## src/rtl/dmem_access_unit.sv

```systemverilog
// Data-memory access unit: one load/store at a time against a word-wide
// memory with a single write enable. Sub-word stores are done as
// read-modify-write; misaligned or illegal requests respond with an error
// and leave memory untouched.
module dmem_access_unit #(
  parameter int DATA_WIDTH = 32,
  parameter int ADDR_WIDTH = 32
) (
  input  logic                  clk,
  input  logic                  rst,
  input  logic                  req_valid,
  output logic                  req_ready,
  input  logic                  req_write,
  input  logic [1:0]            req_size,
  input  logic                  req_unsigned,
  input  logic [ADDR_WIDTH-1:0] req_addr,
  input  logic [DATA_WIDTH-1:0] req_wdata,
  output logic                  resp_valid,
  output logic [DATA_WIDTH-1:0] resp_rdata,
  output logic                  resp_error,
  output logic [ADDR_WIDTH-1:0] mem_addr,
  output logic [DATA_WIDTH-1:0] mem_wdata,
  output logic                  mem_we,
  input  logic [DATA_WIDTH-1:0] mem_rdata
);

  typedef enum logic [2:0] {
    IDLE,
    RD_ISSUE,
    RD_WAIT,
    WR,
    RESP
  } state_t;

  state_t                r_state;
  logic                  r_write;
  logic [1:0]            r_size;
  logic                  r_unsigned;
  logic [ADDR_WIDTH-1:0] r_addr;
  logic [DATA_WIDTH-1:0] r_wdata;
  logic [ADDR_WIDTH-1:0] r_mem_addr;
  logic [DATA_WIDTH-1:0] r_mem_wdata;
  logic                  r_mem_we;
  logic                  r_resp_valid;
  logic [DATA_WIDTH-1:0] r_resp_rdata;
  logic                  r_resp_error;

  logic                  w_misaligned;
  logic [ADDR_WIDTH-1:0] w_aligned_addr;
  logic [4:0]            w_shift;
  logic [DATA_WIDTH-1:0] w_lane;
  logic [DATA_WIDTH-1:0] w_load_ext;
  logic [DATA_WIDTH-1:0] w_mask_base;
  logic [DATA_WIDTH-1:0] w_mask;
  logic [DATA_WIDTH-1:0] w_merged;

  assign req_ready  = (r_state == IDLE);
  assign resp_valid = r_resp_valid;
  assign resp_rdata = r_resp_rdata;
  assign resp_error = r_resp_error;
  assign mem_addr   = r_mem_addr;
  assign mem_wdata  = r_mem_wdata;
  assign mem_we     = r_mem_we;

  // Alignment check on the incoming request (only acted on in IDLE)
  always_comb begin
    w_misaligned = 1'b0;
    case (req_size)
      2'd0:    w_misaligned = 1'b0;
      2'd1:    w_misaligned = req_addr[0];
      2'd2:    w_misaligned = (req_addr[1:0] != 2'b00);
      default: w_misaligned = 1'b1;
    endcase
  end

  // Half accesses are 2-byte aligned, so the byte-offset shift also selects the half lane
  assign w_aligned_addr = {r_addr[ADDR_WIDTH-1:2], 2'b00};
  assign w_shift        = {r_addr[1:0], 3'b000};
  assign w_lane         = mem_rdata >> w_shift;

  // Lane extraction with sign or zero extension for loads
  always_comb begin
    w_load_ext = w_lane;
    case (r_size)
      2'd0: w_load_ext = r_unsigned ? {{(DATA_WIDTH-8){1'b0}}, w_lane[7:0]}
                                    : {{(DATA_WIDTH-8){w_lane[7]}}, w_lane[7:0]};
      2'd1: w_load_ext = r_unsigned ? {{(DATA_WIDTH-16){1'b0}}, w_lane[15:0]}
                                    : {{(DATA_WIDTH-16){w_lane[15]}}, w_lane[15:0]};
      default: w_load_ext = w_lane;
    endcase
  end

  // Lane mask for merging sub-word store data into the fetched word
  always_comb begin
    w_mask_base = '1;
    case (r_size)
      2'd0:    w_mask_base = {{(DATA_WIDTH-8){1'b0}}, 8'hFF};
      2'd1:    w_mask_base = {{(DATA_WIDTH-16){1'b0}}, 16'hFFFF};
      default: w_mask_base = '1;
    endcase
  end

  assign w_mask   = w_mask_base << w_shift;
  assign w_merged = (mem_rdata & ~w_mask) | ((r_wdata << w_shift) & w_mask);

  // Control FSM with registered memory and response outputs
  always_ff @(posedge clk) begin
    if (rst) begin
      r_state      <= IDLE;
      r_write      <= 1'b0;
      r_size       <= 2'd0;
      r_unsigned   <= 1'b0;
      r_addr       <= '0;
      r_wdata      <= '0;
      r_mem_addr   <= '0;
      r_mem_wdata  <= '0;
      r_mem_we     <= 1'b0;
      r_resp_valid <= 1'b0;
      r_resp_rdata <= '0;
      r_resp_error <= 1'b0;
    end else begin
      case (r_state)
        IDLE: begin
          if (req_valid) begin
            r_write    <= req_write;
            r_size     <= req_size;
            r_unsigned <= req_unsigned;
            r_addr     <= req_addr;
            r_wdata    <= req_wdata;
            if (w_misaligned) begin
              r_resp_valid <= 1'b1;
              r_resp_error <= 1'b1;
              r_resp_rdata <= '0;
              r_state      <= RESP;
            end else if (req_write && (req_size == 2'd2)) begin
              r_mem_addr  <= {req_addr[ADDR_WIDTH-1:2], 2'b00};
              r_mem_wdata <= req_wdata;
              r_mem_we    <= 1'b1;
              r_state     <= WR;
            end else begin
              r_state <= RD_ISSUE;
            end
          end
        end
        RD_ISSUE: begin
          r_mem_addr <= w_aligned_addr;
          r_mem_we   <= 1'b0;
          r_state    <= RD_WAIT;
        end
        RD_WAIT: begin
          if (r_write) begin
            r_mem_wdata <= w_merged;
            r_mem_we    <= 1'b1;
            r_state     <= WR;
          end else begin
            r_resp_rdata <= w_load_ext;
            r_resp_error <= 1'b0;
            r_resp_valid <= 1'b1;
            r_state      <= RESP;
          end
        end
        WR: begin
          r_mem_we     <= 1'b0;
          r_resp_valid <= 1'b1;
          r_resp_error <= 1'b0;
          r_resp_rdata <= '0;
          r_state      <= RESP;
        end
        RESP: begin
          r_resp_valid <= 1'b0;
          r_resp_error <= 1'b0;
          r_resp_rdata <= '0;
          r_state      <= IDLE;
        end
        default: r_state <= IDLE;
      endcase
    end
  end

endmodule

```

## config.mk

```make
export PLATFORM = sky130hd
export DESIGN_NAME = dmem_access_unit
export DESIGN_NICKNAME = d
export VERILOG_FILES = /design/src/rtl/dmem_access_unit.sv
export SDC_FILE = /design/constraint.sdc
export NUM_CORES = 1
export LEC_CHECK = 0
export BUFFER_PORTS_ARGS = -buffer_cell sky130_fd_sc_hd__buf_4
export CAP_MARGIN = 20
export CORE_ASPECT_RATIO = 1.5
export CORE_MARGIN = 2
export CORE_UTILIZATION = 57
export DETAILED_ROUTE_END_ITERATION = 6
export GPL_TIMING_DRIVEN = 0
export HOLD_SLACK_MARGIN = 0.12
export PLACE_DENSITY = 0.84
export SLEW_MARGIN = 20
export SYNTH_ARGS = -nofsm -noshare
export SYNTH_HDL_FRONTEND = slang
export SYNTH_SLANG_ARGS = --single-unit
```

## constraint.sdc

```tcl
create_clock -name clk -period 5.08 [get_ports clk]
set_input_delay 1.27 -clock clk [delete_from_list [all_inputs] [get_ports clk]]
set_output_delay 1.27 -clock clk [all_outputs]
set_load 0.02 [all_outputs]
```

Word level (Yosys, flattened, before mapping). Cells that the tools add are included.

Multiplexer cells: 34. Bitwise operators: 4. Reduce and logical (&&, ||, !) cells: 18. Shift-type cells: 3. Equality and inequality tests: 13.

Operators by type and width (count): 32-bit two-way mux (12); 32-bit one-hot mux with 2 select lines (4); 32-bit one-hot mux with 3 select lines (1); 32-bit bitwise AND (2); 32-bit by 5-bit << shifter with 32-bit output (2); 32-bit inverter (1); 32-bit OR (1); 32-bit by 5-bit >> shifter with 32-bit output (1); 3-bit one-hot mux with 4 select lines (1); 4-bit AND reduction (3); 5-bit AND reduction (2); 3-bit two-way mux (3); 1-bit one-hot mux with 3 select lines (3); 1-bit two-way mux (8); 2-bit inequality test (second input constant) (4); 3-bit by 2-bit == test with 1-bit output (second input constant) (2); 2-bit nonzero test (3); 3-bit nonzero test (2); 2-bit by 1-bit == test with 1-bit output (second input constant) (2); 2-bit zero test (2); 2-bit by 1-bit inequality test with 1-bit output (second input constant) (2); 1-bit one-hot mux with 4 select lines (1); 4-bit nonzero test (1); 2-bit OR reduction (2); 7 further kinds (7).

Word-level logic and storage cells: 84. Input port bits: 103. Bits in registers: 170. Output and inout port bits: 100.

Logic depth before layout (Yosys ltp).
Word-level depth: 8. Gate-level depth with buffers: 8. Depth with buffers taken out: 5.

Least setup slack after synthesis. OpenSTA, ideal clock, no wires.

Path type: input port to flip-flop. From: input req_addr[0]. To: register r_mem_wdata[31], in the netlist mem_wdata[31]. Buffers on the path: 2. Data arrival time: 2.522 ns. Data required time: 5.010 ns. Setup slack: 2.488 ns. Setup time: 0.070 ns. Stages: 7. Cells stage by stage: nor3_4 -> a21boi_1 -> or3_1 -> clkbuf_1 -> buf_2 -> a311o_1 -> a21oi_1.

Longest elaborated chain between the ends: 4.

RTL lines: from (decl) (line 16) `input logic [ADDR_WIDTH-1:0] req_addr,`; 2-bit nonzero test (line 71) `2'd2: w_misaligned = (req_addr[1:0] != 2'b00);`; 1-bit one-hot mux with 3 select lines (*) (line 68) `case (req_size)`; 2-bit inequality test (no line) (*); 5-bit AND reduction (no line) (*); to (signal assigned) (line 137) `r_mem_wdata <= req_wdata;`; to (signal assigned) (line 152) `r_mem_wdata <= w_merged;`; to (decl) (line 42) `logic [DATA_WIDTH-1:0] r_mem_wdata;`.

Mark *: on every way between the ends. The rest lies on a longest branch, timed or not. A chain may end at the register's enable or synchronous reset.

Worst setup path after layout.
From: input req_addr[0]. To: register r_mem_wdata[23], in the netlist mem_wdata[23].

The elaborated chain is that of the path after synthesis.

==> results.sh <==
export IMPL_placed_area_mm2=0.00940
export IMPL_status="completed"
export IMPL_clock_path_buffers=2
export IMPL_grt_pass1_wl_um=40500
export IMPL_clock_latency_ns=0.43
export IMPL_worstReg2RegEnd="mem_wdata[28]"
export IMPL_arrival_ns=3.08
export IMPL_critPathTopFamily="simple AND/OR/NAND/NOR gates"
export IMPL_crit_cells=8
export IMPL_yosys_cell_count_top_type="nand2_1"
export IMPL_power_density_mw_per_mm2=328
export IMPL_clkSlewWorstSetupHoldPaths_ns=0.07
export IMPL_path_class="in2reg"
export IMPL_area_delta_synth_final_pct=29.5
export IMPL_synthTopCellsByCount="nand2_1 (189), dfxtp_1 (168), a21oi_1 (119)"
export IMPL_synthCells=926
export IMPL_hold_path_class="reg2reg"
export IMPL_maxCapViolCount=0
export IMPL_yosysWarningCount=0
export IMPL_synth_compound_area_share_pct=24.6
export IMPL_yosysUniqueCellTypes=47
export IMPL_antenna_found_initial=0
export IMPL_first_global_vias=7848
export IMPL_r2r_setup_slack_ns=2.74
export IMPL_grt_overflow_total=0
export IMPL_gp_congestion=1.01
export IMPL_vias=7926
export IMPL_yosys_area_share_simple_pct=17.1
export IMPL_nets=1249
export IMPL_drc_errors=0
export IMPL_synth_top_area_share_pct=43.7
export IMPL_synth_top_family_by_area="compound AO/OA/AOI/OAI gates"
export IMPL_drtIter0Drc=432
export IMPL_totalNegativeSetupSlack_ns=0
export IMPL_grt_max_degree=18
export IMPL_syn_area_per_cell_um2=8.31
export IMPL_critPathRequiredTime_ns=5.38
export IMPL_ios=203
export IMPL_die_h_um=146
export IMPL_root_buffer="clkbuf_16"
export IMPL_routedWlPerCell_um=19.7
export IMPL_cts_resized_gates=0
export IMPL_htreeDepth=4
export IMPL_max_stage_delay_ns=0.44
export IMPL_crit_top_cell="clkbuf_1"
export IMPL_layout_drive_gt1_share_pct=23.5
export IMPL_tritoncts="yes"
export IMPL_endpoint="mem_wdata[23]"
export IMPL_postLayoutCellArea_mm2=0.00997
export IMPL_ctsHoldBuffers=0
export IMPL_die_area_mm2=0.0145
export IMPL_slew_viol_final=0
export IMPL_core_mm2=0.0133
export IMPL_fmax_mhz=360
export IMPL_rsz0062_at_grt="no"
export IMPL_skew_ns=0.00702
export IMPL_hold_path_startpoint="r_wdata[31]"
export IMPL_reg2reg_depth=7
export IMPL_ys_flop_type="dfxtp_1"
export IMPL_port_buffers=200
export IMPL_synthAdderAreaFrac_pct=0
export IMPL_yosys_top_cells_area="dfxtp_1 (44%), mux2i_1 (9.2%), nand2_1 (9.2%)"
export IMPL_cts_buffers=17
export IMPL_fin_crit_sh_pct=54.7
export IMPL_syn_area_mm2=0.00770
export IMPL_totalWireLength_um=26100
export IMPL_dr_pass1_iters=7
export IMPL_relSlewSlack_pct=48.9
export IMPL_post_dp_hpwl_um=20100
export IMPL_synth_top_area_cell="dfxtp_1"
export IMPL_crit_chain="buf_4, nor3_4, a21boi_1, or3_1, clkbuf_1, clkbuf_1, a211oi_1, nor3_1"
export IMPL_ir_drop_mv=0.254
export IMPL_initial_core_util_pct=57.7
export IMPL_cpMaxStageDelayCell="a211oi_1"
export IMPL_grt_usage_pct=35.5
export IMPL_ant_nets=0
export IMPL_synthXorXnorAreaFrac_pct=0
export IMPL_async_reset_ff_share_pct=0
export IMPL_vias_per_cell=6.00
export IMPL_cp_startpoint="req_addr[0]"
export IMPL_synth_ff_latch_count=168
export IMPL_cts_setup_buffers=0
export IMPL_tightestPinTransition_ns=0.761
export IMPL_rows=52
export IMPL_synth_edf_count=0
export IMPL_start_kind="input pin"
export IMPL_die_w_um=98.9
export IMPL_synth_seq_area_share_pct=43.7
export IMPL_timing_rr_start="r_state[1]"
export IMPL_fin_crit_ns=2.78
export IMPL_cp_max_fo=10
export IMPL_p_leak_nw=3.99
export IMPL_setup_viol=0
export IMPL_endpoint_kind="flip-flop"
export IMPL_synth_mux_area_share_pct=9.67
export IMPL_cts_num_sinks=168
export IMPL_finalHoldViolations=0
export IMPL_critPathBufInv=3
export IMPL_diodes=0
==> registers in the layout, summed over array words and instances (netlist names) <==
| signal | count |
|---|---|
| mem_wdata | 32 |
| r_addr | 32 |
| r_wdata | 32 |
| resp_rdata | 32 |
| mem_addr | 30 |
| r_state | 3 |
| r_size | 2 |
| mem_we | 1 |
| r_unsigned | 1 |
| r_write | 1 |
| resp_error | 1 |
| resp_valid | 1 |
==> per-stage QoR <==
| step | setup slack (ns) | utilization [%] | std cells | hold slack (ns) | total power, mW |
|---|---|---|---|---|---|
| 2_1_floorplan | 2.49 | - | 927 | 0.432 | 1.79 |
| 3_3_place_gp | 1.88 | 70.5 | 1289 | 0.441 | 2.02 |
| 3_5_place_dp | 1.92 | 70.5 | 1289 | 0.443 | 2.03 |
| 4_1_cts | 2.34 | 74.7 | 1321 | 0.452 | 3.26 |
| 5_1_grt | 2.22 | 74.7 | 1321 | 0.472 | 3.38 |
| 6_report | 2.30 | 74.7 | 1321 | 0.456 | 3.27 |
==> cell usage in the layout, fill, tap and decap left out, types with 4 or more instances in the layout <==
cell,instances
buf_4,204
nand2_1,189
dfxtp_1,168
a21oi_1,119
nor2_1,72
mux2i_1,71
a211oi_1,63
clkbuf_1,54
buf_2,26
a211o_1,24
o211ai_1,18
o21ai_0,17
clkbuf_16,17
nor3_1,11
nor2b_1,9
nand3_1,8
a221o_1,8
a22o_1,8
a2bb2oi_1,8
a32o_1,7
inv_8,6
clkinvlp_4,4
==> report_power, final <==
| part | internal [mW] | switching [mW] |
|---|---|---|
| clock network | 0.651 | 0.604 |
| logic | 0.225 | 0.350 |
| registers | 1.39 | 0.0514 |
==> kinds of logic after synthesis <==
family | Yosys count
AND/OR/NAND/NOR | 312
AO/OA/AOI/OAI | 285
flip-flops | 168
buffers and inverters | 87
multiplexers | 73
other | 1
==> worst reg2reg max path, stage by stage, from the launching register on <==
cell	delay (ns)
dfxtp_1	0.37
buf_2	0.25
nand2b_1	0.10
nor2_1	0.52
clkbuf_1	0.51
nor2_1	0.10
a211o_1	0.29
a21oi_1	0.14
==> layer usage <==
layer  GRT usage [%]  wire length (um)  vias up
met4            25.5              1960        0
met2            61.5             13000      413
li1                -                 -     3737
met3            6.65              1960      128
met5               0                 0        -
met1            38.1              9090     3648
==> worst min-delay path by stage <==
stage | slack, ns | end | cells past startpoint
floorplan | 0.43 | r_wdata[24] | 2
finish | 0.46 | r_wdata[31] | 2
CTS | 0.45 | r_wdata[31] | 2
detailed placement | 0.44 | r_wdata[31] | 2
global route | 0.47 | r_addr[7] | 2
global placement | 0.44 | r_wdata[27] | 2
==> area by class of cell <==
| class | instances | area [um2] |
|---|---|---|
| multi-input combinational | 672 | 3960 |
| timing repair buffer | 200 | 1500 |
| sequential | 168 | 3360 |
| inverter | 2 | 7.51 |
| buffer | 85 | 367 |
| clock inverter | 14 | 136 |
| fill | 1063 | 3370 |
| clock buffer | 18 | 429 |
| tap | 162 | 203 |
No activity file was read; power rests on OpenSTA's default activity.
